[config.mk]
export PLATFORM = sky130hd
export DESIGN_NAME = ema_settle_monitor_flat
export DESIGN_NICKNAME = d
export VERILOG_FILES = /design/src/rtl/ema_pkg.sv /design/src/rtl/ema_settle_monitor_if.sv /design/src/rtl/ema_band_check.sv /design/src/rtl/ema_settle_monitor.sv /design/src/flat_wrapper.sv
export SDC_FILE = /design/constraint.sdc
export NUM_CORES = 1
export LEC_CHECK = 0
export ABC_AREA = 1
export CAP_MARGIN = 10
export CORE_ASPECT_RATIO = 0.9
export CORE_MARGIN = 1.5
export CORE_UTILIZATION = 30
export CTS_CLUSTER_SIZE = 12
export DETAILED_ROUTE_END_ITERATION = 6
export GPL_ROUTABILITY_DRIVEN = 0
export SKIP_LAST_GASP = 1
export SYNTH_ARGS = -nofsm -noshare
export SYNTH_HDL_FRONTEND = slang
export SYNTH_SLANG_ARGS = --single-unit
[constraint.sdc]
create_clock -name clk -period 1.87 [get_ports clk]
set_input_delay 0.374 -clock clk [delete_from_list [all_inputs] [get_ports clk]]
set_output_delay 0.374 -clock clk [all_outputs]
set_load 0.02 [all_outputs]
[src/rtl/ema_pkg.sv]
// ema_pkg: shared types and helpers for the EMA step-response monitor.
// Contents: monitor state enum, default sample width, abs_diff helper.
// Latency/backpressure: n/a (declarations only).
package ema_pkg;

  localparam int DEF_DATA_W = 8;

  typedef enum logic [1:0] {
    IDLE   = 2'd0,
    MEAS   = 2'd1,
    SETTLE = 2'd2,
    DONE   = 2'd3
  } state_t;

  // Magnitude of the difference of two unsigned values. Operands are
  // widened to 32 bits by the caller, so the result never wraps.
  function automatic logic [31:0] abs_diff(input logic [31:0] a, input logic [31:0] b);
    return (a > b) ? (a - b) : (b - a);
  endfunction

endpackage

[src/rtl/ema_settle_monitor_if.sv]
// ema_settle_monitor_if: sample bus from the EMA filter plus the monitor's
// result bus. master = sample source (filter side), slave = monitor.
// Ports: sample_valid/x_in/y_in toward the monitor; busy, meas_valid,
// settle_cycles, overshoot, step_up, timeout back from it. No backpressure.
interface ema_settle_monitor_if
  import ema_pkg::*;
#(
  parameter int DATA_W = DEF_DATA_W,
  parameter int CNT_W  = 16
) ();

  logic              sample_valid;
  logic [DATA_W-1:0] x_in;
  logic [DATA_W-1:0] y_in;
  logic              busy;
  logic              meas_valid;
  logic [CNT_W-1:0]  settle_cycles;
  logic [DATA_W-1:0] overshoot;
  logic              step_up;
  logic              timeout;

  modport master (
    output sample_valid, x_in, y_in,
    input  busy, meas_valid, settle_cycles, overshoot, step_up, timeout
  );

  modport slave (
    input  sample_valid, x_in, y_in,
    output busy, meas_valid, settle_cycles, overshoot, step_up, timeout
  );

endinterface

[src/rtl/ema_band_check.sv]
// ema_band_check: in-band flag (|x - y| <= TOL) and signed excursion y - x.
// Latency: purely combinational. Backpressure: none.
// Ports: i_x, i_y samples in; o_in_band, o_exc (DATA_W+1 bits signed) out.
module ema_band_check
  import ema_pkg::*;
#(
  parameter int DATA_W = DEF_DATA_W,
  parameter int TOL    = 2
) (
  input  logic [DATA_W-1:0]      i_x,
  input  logic [DATA_W-1:0]      i_y,
  output logic                   o_in_band,
  output logic signed [DATA_W:0] o_exc
);

  logic [31:0] w_mag;

  // One extra bit keeps the signed difference of two unsigned samples exact.
  assign o_exc     = $signed({1'b0, i_y}) - $signed({1'b0, i_x});
  assign w_mag     = abs_diff(32'(i_x), 32'(i_y));
  assign o_in_band = (w_mag <= 32'(TOL));

endmodule

[src/rtl/ema_settle_monitor.sv]
// ema_settle_monitor: detects steps on x_in and measures how many samples
// y_in needs to settle within +/-TOL for HOLD samples, plus peak overshoot.
// Latency: meas_valid one cycle after the deciding sample; no backpressure,
// one sample per cycle. Optional macro EMA_MON_OVERSHOOT_EN builds overshoot
// tracking; without it overshoot reads 0.
// Ports: clk, reset (async active-low), mon (slave side of the bus).
module ema_settle_monitor
  import ema_pkg::*;
#(
  parameter int DATA_W = DEF_DATA_W,
  parameter int CNT_W  = 16,
  parameter int TOL    = 2,
  parameter int HOLD   = 4
) (
  input  logic                 clk,
  input  logic                 reset,
  ema_settle_monitor_if.slave  mon
);

  localparam int RUN_W = $clog2(HOLD + 1);

  state_t                  r_state, w_state_nxt;
  logic                    r_primed;
  logic [DATA_W-1:0]       r_x_prev;
  logic [CNT_W-1:0]        r_cnt, w_cnt_nxt;
  logic [CNT_W-1:0]        r_start, w_start_nxt;
  logic [RUN_W-1:0]        r_run, w_run_nxt;
  logic                    r_up, w_up_nxt;
  logic                    w_step, w_proc, w_fire, w_fire_to;
  logic                    w_in_band;
  logic signed [DATA_W:0]  w_exc;
  logic [DATA_W-1:0]       w_ovs_upd;

  logic                    r_busy;
  logic                    r_meas_valid;
  logic [CNT_W-1:0]        r_settle;
  logic [DATA_W-1:0]       r_overshoot;
  logic                    r_step_up;
  logic                    r_timeout;

  ema_band_check #(
    .DATA_W (DATA_W),
    .TOL    (TOL)
  ) u_band (
    .i_x       (mon.x_in),
    .i_y       (mon.y_in),
    .o_in_band (w_in_band),
    .o_exc     (w_exc)
  );

  // A step needs a primed x_prev; the priming sample itself never counts.
  assign w_step = mon.sample_valid && r_primed && (mon.x_in != r_x_prev);
  // Non-step samples that advance an active measurement.
  assign w_proc = mon.sample_valid && !w_step &&
                  ((r_state == MEAS) || (r_state == SETTLE));

  always_comb begin
    w_state_nxt = r_state;
    w_cnt_nxt   = r_cnt;
    w_start_nxt = r_start;
    w_run_nxt   = r_run;
    w_up_nxt    = r_up;
    w_fire      = 1'b0;
    w_fire_to   = 1'b0;
    if (w_step) begin
      // A step in any state (re)starts a measurement at index 0.
      w_state_nxt = MEAS;
      w_cnt_nxt   = '0;
      w_run_nxt   = '0;
      w_up_nxt    = (mon.x_in > r_x_prev);
    end else if (w_proc) begin
      w_cnt_nxt = r_cnt + 1'b1;
      if (w_in_band) begin
        if (r_state == MEAS) begin
          w_start_nxt = w_cnt_nxt;
          w_run_nxt   = RUN_W'(1);
          w_state_nxt = SETTLE;
        end else begin
          w_run_nxt = r_run + 1'b1;
        end
      end else begin
        w_run_nxt   = '0;
        w_state_nxt = MEAS;
      end
      // Completing the hold run wins over saturation on the same sample.
      if (w_in_band && (w_run_nxt == RUN_W'(HOLD))) begin
        w_fire      = 1'b1;
        w_state_nxt = DONE;
      end else if (&w_cnt_nxt) begin
        w_fire      = 1'b1;
        w_fire_to   = 1'b1;
        w_state_nxt = DONE;
      end
    end else if (r_state == DONE) begin
      w_state_nxt = IDLE;
    end
  end

  always_ff @(posedge clk or negedge reset) begin
    if (!reset) begin
      r_state <= IDLE;
    end else begin
      r_state <= w_state_nxt;
    end
  end

  always_ff @(posedge clk or negedge reset) begin
    if (!reset) begin
      r_primed     <= 1'b0;
      r_x_prev     <= '0;
      r_cnt        <= '0;
      r_start      <= '0;
      r_run        <= '0;
      r_up         <= 1'b0;
      r_busy       <= 1'b0;
      r_meas_valid <= 1'b0;
      r_settle     <= '0;
      r_overshoot  <= '0;
      r_step_up    <= 1'b0;
      r_timeout    <= 1'b0;
    end else begin
      if (mon.sample_valid) begin
        r_primed <= 1'b1;
        r_x_prev <= mon.x_in;
      end
      r_cnt        <= w_cnt_nxt;
      r_start      <= w_start_nxt;
      r_run        <= w_run_nxt;
      r_up         <= w_up_nxt;
      // DONE counts as busy, so busy covers the meas_valid cycle.
      r_busy       <= (w_state_nxt != IDLE);
      r_meas_valid <= w_fire;
      if (w_fire) begin
        r_settle    <= w_fire_to ? {CNT_W{1'b1}} : w_start_nxt;
        r_timeout   <= w_fire_to;
        r_step_up   <= r_up;
        r_overshoot <= w_ovs_upd;
      end
    end
  end

`ifdef EMA_MON_OVERSHOOT_EN
  logic [DATA_W-1:0]      r_ovs;
  logic signed [DATA_W:0] w_cand;

  // Excursion measured in the step direction; a non-positive value never
  // beats r_ovs (which is >= 0), so only real overshoot is kept.
  always_comb begin
    w_cand    = r_up ? w_exc : -w_exc;
    w_ovs_upd = r_ovs;
    if (w_cand > $signed({1'b0, r_ovs})) begin
      w_ovs_upd = w_cand[DATA_W-1:0];
    end
  end

  always_ff @(posedge clk or negedge reset) begin
    if (!reset) begin
      r_ovs <= '0;
    end else if (w_step) begin
      r_ovs <= '0;
    end else if (w_proc) begin
      r_ovs <= w_ovs_upd;
    end
  end
`else
  logic w_exc_unused;
  assign w_exc_unused = ^w_exc;
  assign w_ovs_upd    = '0;
`endif

  assign mon.busy          = r_busy;
  assign mon.meas_valid    = r_meas_valid;
  assign mon.settle_cycles = r_settle;
  assign mon.overshoot     = r_overshoot;
  assign mon.step_up       = r_step_up;
  assign mon.timeout       = r_timeout;

endmodule

[src/flat_wrapper.sv]
// flat-port wrapper written by rule: the top's interface ports become plain ports
module ema_settle_monitor_flat import ema_pkg::*;
#(
  parameter int DATA_W = DEF_DATA_W,
  parameter int CNT_W  = 16,
  parameter int TOL    = 2,
  parameter int HOLD   = 4
)
  (clk, reset, mon_sample_valid, mon_x_in, mon_y_in, mon_busy, mon_meas_valid, mon_settle_cycles, mon_overshoot, mon_step_up, mon_timeout);
  ema_settle_monitor_if #(.DATA_W(DATA_W), .CNT_W(CNT_W)) mon_i ();
  input  logic clk;
  input  logic reset;
  input wire logic [$bits(mon_i.sample_valid)-1:0] mon_sample_valid;
  input wire logic [$bits(mon_i.x_in)-1:0] mon_x_in;
  input wire logic [$bits(mon_i.y_in)-1:0] mon_y_in;
  output wire logic [$bits(mon_i.busy)-1:0] mon_busy;
  output wire logic [$bits(mon_i.meas_valid)-1:0] mon_meas_valid;
  output wire logic [$bits(mon_i.settle_cycles)-1:0] mon_settle_cycles;
  output wire logic [$bits(mon_i.overshoot)-1:0] mon_overshoot;
  output wire logic [$bits(mon_i.step_up)-1:0] mon_step_up;
  output wire logic [$bits(mon_i.timeout)-1:0] mon_timeout;
  assign mon_i.sample_valid = mon_sample_valid;
  assign mon_i.x_in = mon_x_in;
  assign mon_i.y_in = mon_y_in;
  assign mon_busy = mon_i.busy;
  assign mon_meas_valid = mon_i.meas_valid;
  assign mon_settle_cycles = mon_i.settle_cycles;
  assign mon_overshoot = mon_i.overshoot;
  assign mon_step_up = mon_i.step_up;
  assign mon_timeout = mon_i.timeout;
  ema_settle_monitor #(.DATA_W(DATA_W), .CNT_W(CNT_W), .TOL(TOL), .HOLD(HOLD)) u_core (.clk(clk), .reset(reset), .mon(mon_i));
endmodule
==> flow_summary.ini, run 1 <==
[outcome]
status = finished with violations
violations = negative setup slack

[sta]
final.setup.worst_slack_ns = -0.287
holdWs_ns = 0.0557
hold_violations = 0
fin_setup_tns_ns = -8.14
slew_violations = 0
setup_viol = 40
fin_crit_ns = 2.16
period_share_pct = 115
rsz0062_at_grt = true
clock_skew_ns = 0.0102
fmax_mhz = 464

[cells_and_area]
drive_gt1_share_pct = 39.4
multi_input_comb_area_mm2 = 0.00301
fin_cells = 1012
nNetsFinal = 858
seq_area_mm2 = 0.00168
diodes = 0
final_common_cell = nand2_1
fillers = 1491
area_growth_pct = 54.7
most-common-layout-cells = nand2_1, inv_1, buf_4

[pwr]
p_sw_mw = 1.31
swShare_pct = 29.0
comb_power_share_pct = 24.0
p_leak_nw = 3.59
power.density_mw_per_mm2 = 619
power_frac_seq_pct = 34.6
clockPowerShare_pct = 41.4
p_int_mw = 3.20
ir_drop_mv = 0.430
p_total_mw = 4.51

[worst_setup_path]
critPathLaunchType = input pin
cp_cell_sequence = buf_8 -> inv_8 -> ha_4 -> fa_2 -> inv_2 -> nand3_2 -> nand2_2 -> nand2_2 -> a21oi_2 -> nand2_1 -> nor2_2 -> nand3_2 -> nand2_4 -> buf_12 -> buf_12 -> nand3_2 -> nand2_2 -> nand2_1 -> nand2_1 -> inv_1
slowest_delay_ns = 0.36
crit_slowest_cell = fa_2
cp.arrival_ns = 2.38
crit_fanout = 8
required_ns = 2.09
critPathKind = input pin to flip-flop
crit_path_end_kind = flip-flop

[min_path]
hold_class = input pin to asynchronous set/reset pin

[global_route]
gr-total-overflow = 0
grt_pass1_wl_um = 20800
antenna_found_initial = 0
grt_max_degree = 68
grt_usage_pct = 15.7
grt_pass1_vias = 4386

[clock_tree]
cts_max_level = 3
cts_sinks = 67
cts_tree = yes
cts-buffers-inserted = 9
cts_max_path_buffers = 2
clkLatencyLatePin_ns = 0.33
cts_root_buf = clkbuf_16
clkTransAtPathRegs_ns = 0.06

[route]
drt-total-wl_um = 12700
met3_length_um = 434
wl_per_cell_um = 12.6
vias_per_cell = 4.37
wl_met2_um = 6120
vias = 4420
top_layer_used = met4
drc = 0
wl_met1_um = 6050
drtPass1Iterations = 5
drtIter0Drc = 225
ant_nets = 0

[yosys]
synthDistinctLibCells = 37
yosys-top-cells-area = dfrtp_1, nand2_1, inv_1
avgSynthCellArea_um2 = 7.13
yosysSeqAreaShare_pct = 35.6
synth_area_leader_cell = dfrtp_1
synthCells = 660
yosys_warnings = 0
ys_ff_latch = 67
netlist_area_mm2 = 0.00471
yosysTopAreaCellShare_pct = 35.6

[run]
drv_cap = 0

[floorplanning]
rows = 43
pin_count = 47
chipWidth_um = 135
dieArea_mm2 = 0.0164
initial_core_util_pct = 30.6
core_area_mm2 = 0.0154
dieHeight_um = 122

[placed_design]
post-place-ws_ns = -1.18
dp_cells = 976
portBuffers = 38
hpwl_um = 8290
## final timing paths
check                      depth (start not counted)             from  slack (ns)                      endpoint
setup reg to reg                                  13  u_core.r_cnt[1]       -0.23            u_core.mon.step_up
setup / recovery                                  20      mon_y_in[0]       -0.29  u_core.mon.settle_cycles[14]
hold / removal                                     2            reset        0.06   u_core.mon.settle_cycles[1]
min in group clk                                   4      mon_x_in[7]        0.42            u_core.r_x_prev[7]
hold reg to reg                                    1  u_core.r_primed        0.49               u_core.r_primed
max in group asynchronous                          2            reset        1.52               u_core.r_cnt[0]
## kinds of logic (layout without fill, tap and decap cells)
family	after synthesis	in the layout	share of synthesized area (%)
AO/OA/AOI/OAI	55	55	6.62
XOR/XNOR	7	7	1.46
adder cells (fa/ha/maj)	33	33	9.09
buffers and inverters	171	313	15.5
flip-flops	67	67	35.6
other	1	8	0.0797
AND/OR/NAND/NOR	326	327	31.6
## routing by layer
metal	vias up	track usage (%)
met2	82	25.6
met1	2028	22.0
met5	-	0
li1	2300	-
met3	10	2.75
met4	0	3.36
## critical path: cells and delay by family
family / cells / cell delay (ns)
adders and majority gates: 2 / 0.51
buffers and inverters: 6 / 0.50
and+or+nand+nor: 11 / 0.84
AOI/OAI and AO/OA: 1 / 0.12
## metrics by stage
stage          instance area, um^2  util (%)
2_1_floorplan                 4780         -
3_3_place_gp                  5940      38.6
3_5_place_dp                  5940      38.6
4_1_cts                       7040      45.8
5_1_grt                       7280      47.3
6_report                      7280      47.3
## cell type report
| type | count | area share, % |
|---|---|---|
| tap | 202 | 3.47 |
| clock inverter | 5 | 1.17 |
| clock buffer | 10 | 3.28 |
| timing repair buffer | 146 | 19.1 |
| inverter | 150 | 8.18 |
| sequential | 67 | 23.1 |
| multi-input combinational | 430 | 41.3 |
| timing repair inverter | 2 | 0.344 |
## registers in the layout, summed over array words and instances (netlist names)
signal / flops
u_core.r_cnt: 16
u_core.r_start: 16
u_core.r_up: 1
u_core.mon.timeout: 1
u_core.r_state: 2
u_core.mon.meas_valid: 1
u_core.mon.step_up: 1
u_core.r_run: 3
u_core.mon.busy: 1
u_core.mon.settle_cycles: 16
u_core.r_primed: 1
u_core.r_x_prev: 8
## power groups by stage
stage / Sequential (mW) / Combinational [mW] / Clock, mW
2_1_floorplan: 1.57 / 0.471 / 0
3_3_place_gp: 1.58 / 0.775 / 0
3_5_place_dp: 1.58 / 0.782 / 0
4_1_cts: 1.56 / 0.999 / 1.90
5_1_grt: 1.57 / 1.19 / 1.97
6_report: 1.56 / 1.08 / 1.87
## synth_stat cells (all sizes together)
cell type and count:
nand2 213, nor2 38, a21oi 16, ha 31
conb 1, nand3 58, nand3b 2, dfrtp 67
o211ai 3, o22ai 10, clkbuf 3, clkinv 3
xor2 7, or2 1, nand4 10, o2111ai 1
fa 2, o21ai 23, o21a 1, buf 18
o21bai 1, nor3 4, inv 147
## timing repair
| action | 4_1_cts | 5_1_grt |
|---|---|---|
| gates cloned | 7 | 1 |
| buffers inserted | 15 | 2 |
| setup endpoints to repair | 58 | 58 |
| resized for setup | 179 | 72 |
| hold buffers | 0 | 0 |
| pin swaps | 78 | 40 |
(Power assumes the default switching activity.)
==> run 2, diff against run 1 <==
CORE_MARGIN = not set   (was 1.5)
PLACE_DENSITY = 0.52   (was not set)
clock period = 1.8 ns   (was 1.87 ns; I/O delays follow)
==> flow_summary.ini, run 2 (synthesis gave the netlist of run 1 again) <==
[cells_and_area]
area_growth_pct = 54.8
final_common_cell = nand2_1
nNetsFinal = 865
finalInstanceArea_mm2 = 0.00728
diodes = 0
drive_gt1_share_pct = 39.7
fin_cells = 1019
finish.utilization_pct = 47.3
most-common-layout-cells = nand2_1, inv_1, buf_4
fillers = 1497

[sta]
fin_crit_ns = 2.15
fmax_mhz = 466
slew_violations = 0
period_share_pct = 119
hold_violations = 0
final.setup.worst_slack_ns = -0.347
rsz0062_at_grt = true
tightest_slew_ns = 0.551
setup_viol = 41
clock_skew_ns = 0.00616
slew_headroom_pct = 63.3

[route]
drc = 2
vias_per_cell = 4.38
vias = 4466
wl_per_cell_um = 12.1
drtPass1Iterations = 7
drtIter0Drc = 280
drt-total-wl_um = 12300
ant_nets = 0

[worst_setup_path]
required_ns = 2.08
cp.arrival_ns = 2.42
crit_path_end_kind = flip-flop
critPathKind = input pin to flip-flop
r2r-start = u_core.r_cnt[0]
critPathLaunchType = input pin
startpoint = mon_y_in[0]
crit_fanout = 8

[clock_tree]
cts-buffers-inserted = 9
cts_max_level = 3
cts_root_buf = clkbuf_16
postCtsHoldBufs = 0
clkLatencyLatePin_ns = 0.33
cts_sinks = 67
clkTransAtPathRegs_ns = 0.06
cts_tree = yes
cts_max_path_buffers = 2

[global_route]
antenna_found_initial = 0
grt_max_degree = 28
grt_usage_pct = 16.3
grt_pass1_wl_um = 21100
grt_pass1_vias = 4388
gr-total-overflow = 0

[floorplanning]
chipWidth_um = 134
dieArea_mm2 = 0.0162
rows = 43
dieHeight_um = 121
core_area_mm2 = 0.0154
pin_count = 47
initial_core_util_pct = 30.6

[outcome]
status = finished with violations
violations = design-rule violations, negative setup slack

[pwr]
p_leak_nw = 3.58
ir_drop_mv = 0.532
power.density_mw_per_mm2 = 614

[placed_design]
portBuffers = 38
dp_cells = 980
post-place-ws_ns = -1.25
dpl_cell_area_mm2 = 0.00598
hpwl_um = 8990

[run]
drv_cap = 0

[min_path]
hold_class = input pin to asynchronous set/reset pin
==> run 2: cell types whose count changed in the layout (fill, tap and decap cells not counted), sizes merged <==
cell,before,now
inv,150,148
dlygate4sd2,3,0
clkinvlp,1,2
clkdlybuf4s15,5,4
clkbuf,13,14
buf,114,126
bufinv,2,1
==> run 2: area by class of cell <==
class | instances | area (um^2) | share of cell area (%)
tap | 202 | 253 | 3.47
multi-input combinational | 430 | 3050 | 41.8
clock buffer | 10 | 229 | 3.14
timing repair buffer | 155 | 1420 | 19.5
sequential | 67 | 1680 | 23.1
clock inverter | 5 | 55.1 | 0.756
inverter | 150 | 598 | 8.21
==> run 2: layer usage <==
metal  wire (um)  track usage [%]  part of all wire [%]
met4         132             4.71                   1.1
met1        6240             23.0                    51
met2        5520             25.3                    45
met3         429             2.98                   3.5
met5           0                0                     0
==> run 2: metrics by stage <==
step	hold WS, ns	setup TNS [ns]	power, mW
floorplan	0.0644	-12.12	2.12
global placement	0.377	-60.26	2.46
detailed placement	0.386	-60.81	2.48
CTS	0.0295	-10.84	4.42
global route	0.0373	-16.56	4.73
finish	0.0113	-9.83	4.47
==> run 2: final timing paths <==
kind | cells past startpoint | end | slack (ns)
max in group asynchronous | 2 | u_core.mon.busy | 1.23
min | 1 | u_core.mon.settle_cycles[1] | 0.01
min in group clk | 4 | u_core.r_x_prev[3] | 0.40
max reg2reg | 13 | u_core.mon.step_up | -0.34
min reg2reg | 2 | u_core.r_start[5] | 0.49
max | 18 | u_core.mon.settle_cycles[13] | -0.35
==> run 2: critical path, stage by stage <==
cell      delay (ns)
buf_12          0.09
inv_8           0.03
ha_4            0.15
fa_2            0.52
o211ai_1        0.13
a21oi_2         0.12
nand2_1         0.07
nor2_2          0.11
nand3_2         0.08
nand2_4         0.16
buf_12          0.13
buf_16          0.13
nand3_4         0.06
nand2_2         0.09
inv_1           0.05
nand2_1         0.06
nand2_1         0.05
inv_1           0.04
==> run 2: timing repair <==
item / in CTS / in global routing
setup buffers: 12 / 12
resized for setup: 183 / 68
pin swaps: 75 / 32
gates cloned: 3 / 0
endpoints found under the setup margin: 58 / 58
==> run 2: power breakdown <==
part / total, mW / switching (mW) / internal, mW
Clock: 1.71 / 0.654 / 1.06
Combinational: 1.14 / 0.631 / 0.510
Sequential: 1.62 / 0.0401 / 1.58
Total: 4.47 / 1.32 / 3.15
==> run 3, diff against run 2 <==
==> constraint.sdc (replaced) <==
create_clock -name clk -period 1.8 [get_ports clk]
set_input_delay 0.36 -clock clk [delete_from_list [all_inputs] [get_ports clk]]
set_output_delay 0.36 -clock clk [all_outputs]
set_load 0.05 [all_outputs]
==> flow_summary.ini, run 3 (synthesis gave the netlist of run 1 again) <==
[outcome]
status = finished with violations
violations = negative setup slack

[sta]
fin_crit_ns = 2.17
holdWs_ns = 0.418
slew_violations = 0
rsz0062_at_grt = true
setup_viol = 55
period_share_pct = 121
fmax_mhz = 460
final.setup.worst_slack_ns = -0.374
fin_setup_tns_ns = -10.75
clock_skew_ns = 0.00671
hold_violations = 0

[clock_tree]
cts_sinks = 67
clkTransAtPathRegs_ns = 0.05
cts_root_buf = clkbuf_16
cts_tree = yes
cts_max_level = 3
cts-buffers-inserted = 9
cts_max_path_buffers = 2
clkLatencyLatePin_ns = 0.34

[cells_and_area]
area_growth_pct = 56.4
fin_cells = 1019
diodes = 0
drive_gt1_share_pct = 43.6
nNetsFinal = 864
finish.utilization_pct = 47.8
final_common_cell = nand2_1
most-common-layout-cells = nand2_1, inv_1, buf_4
finalInstanceArea_mm2 = 0.00736

[global_route]
grt_max_degree = 53
grt_usage_pct = 16.5
gr-total-overflow = 0
grt_pass1_vias = 4484
grt_pass1_wl_um = 21200
antenna_found_initial = 0

[run]
drv_cap = 0

[route]
drc = 0
vias_per_cell = 4.46
drt-total-wl_um = 13000
ant_nets = 0
drtPass1Iterations = 6
wl_per_cell_um = 12.7
vias = 4545
drtIter0Drc = 272

[worst_setup_path]
cp_common_cell = nand2_1
critPathLaunchType = input pin
r2r-start = u_core.r_cnt[1]
rr_endpoint = u_core.mon.settle_cycles[8]
cp.arrival_ns = 2.45
crit_fanout = 16
slowest_delay_ns = 0.43
critPathBufInv = 6
cp_num_cells = 19
critPathKind = input pin to flip-flop
r2r_slack_ns = -0.34
path_delay_family = simple AND/OR/NAND/NOR gates
required_ns = 2.08
cp_cell_sequence = buf_8 -> inv_6 -> ha_4 -> fa_2 -> inv_2 -> nand4_1 -> nand4_1 -> nand2_1 -> nor2_2 -> nand3_2 -> nand2_8 -> buf_12 -> nand2_8 -> buf_4 -> nand2_2 -> nand2_2 -> nand2_1 -> nand2_1 -> inv_1
ff2ff_path_depth = 13
crit_path_end_kind = flip-flop
crit_slowest_cell = fa_2

[min_path]
hp-start = mon_x_in[3]
hold_class = input pin to flip-flop
min_to = u_core.r_x_prev[3]
hold_depth = 4

[pwr]
ir_drop_mv = 0.451
p_int_mw = 3.22
p_total_mw = 4.59
clockPowerShare_pct = 38.4
swShare_pct = 30.0
p_sw_mw = 1.38
comb_power_share_pct = 26.2
p_leak_nw = 3.65
power.density_mw_per_mm2 = 624
power_frac_seq_pct = 35.3

[placed_design]
hpwl_um = 8890
dpl_cell_area_mm2 = 0.00590
post-place-ws_ns = -1.28
dp_cells = 976
portBuffers = 38

[floorplanning]
rows = 43
dieHeight_um = 121
pin_count = 47
core_area_mm2 = 0.0154
dieArea_mm2 = 0.0162
initial_core_util_pct = 30.6
chipWidth_um = 134
[run 3: changes by cell type in the layout (fill, tap and decap cells not counted), moves of 5 or more]
cell	change
buf_4	+17
clkdlybuf4s50_1	-20
nand2_1	-5
nand3_1	+5
nor2_2	+5
o21ai_0	-6
[run 3: power groups by stage]
| stage | registers, mW | clock network [mW] | logic [mW] |
|---|---|---|---|
| after floorplan | 1.64 | 0 | 0.511 |
| after global placement | 1.64 | 0 | 0.843 |
| after detailed placement | 1.64 | 0 | 0.860 |
| after CTS | 1.62 | 1.81 | 1.13 |
| after global routing | 1.63 | 1.89 | 1.33 |
| final | 1.62 | 1.76 | 1.21 |
[run 3: layout make-up]
| type | count | area [um^2] |
|---|---|---|
| clock buffers | 12 | 246 |
| clock inverters | 4 | 50.0 |
| fillers | 1475 | 8030 |
| inverters | 150 | 601 |
| multi-input cells | 429 | 3110 |
| flip-flops and latches | 67 | 1680 |
| well taps | 202 | 253 |
| repair buffers | 155 | 1420 |
[run 3: worst max path at each step]
stage,to,start,slack [ns]
final,u_core.mon.settle_cycles[15],mon_x_in[0],-0.37
after global routing,u_core.mon.settle_cycles[10],mon_y_in[0],-0.52
after CTS,u_core.mon.settle_cycles[9],u_core.r_cnt[0],-0.33
after detailed placement,u_core.mon.settle_cycles[10],mon_y_in[0],-1.28
after global placement,u_core.mon.settle_cycles[0],mon_y_in[0],-1.24
after floorplan,u_core.mon.settle_cycles[10],mon_y_in[0],-0.43
[run 3: per-layer routing]
metal | global-route usage [%] | vias to the layer above | wire (um)
met2 | 26.7 | 80 | 6080
met1 | 22.5 | 2145 | 6280
met3 | 3.02 | 14 | 462
met4 | 4.49 | 0 | 162
li1 | - | 2306 | -
met5 | 0 | - | 0
[run 3: what timing repair did]
| action | 4_1_cts | 5_1_grt |
|---|---|---|
| gates cloned | 3 | 3 |
| hold buffers | 1 | 0 |
| setup buffers | 16 | 10 |
| pin swaps | 63 | 37 |
| setup endpoints to repair | 58 | 58 |
| gates resized for setup | 202 | 73 |
| hold endpoints to repair | 15 | 0 |
[run 3: worst reg2reg max path, cell delays in order (launching register included)]
cell     delay, ns
dfrtp_2       0.42
buf_6         0.13
nand2_4       0.06
nor2_4        0.17
nand2_4       0.09
nor2_4        0.13
nand2_2       0.11
nor2_4        0.17
xor2_4        0.23
nand4_4       0.20
buf_8         0.20
nand3_1       0.07
nand2_1       0.05
inv_1         0.04
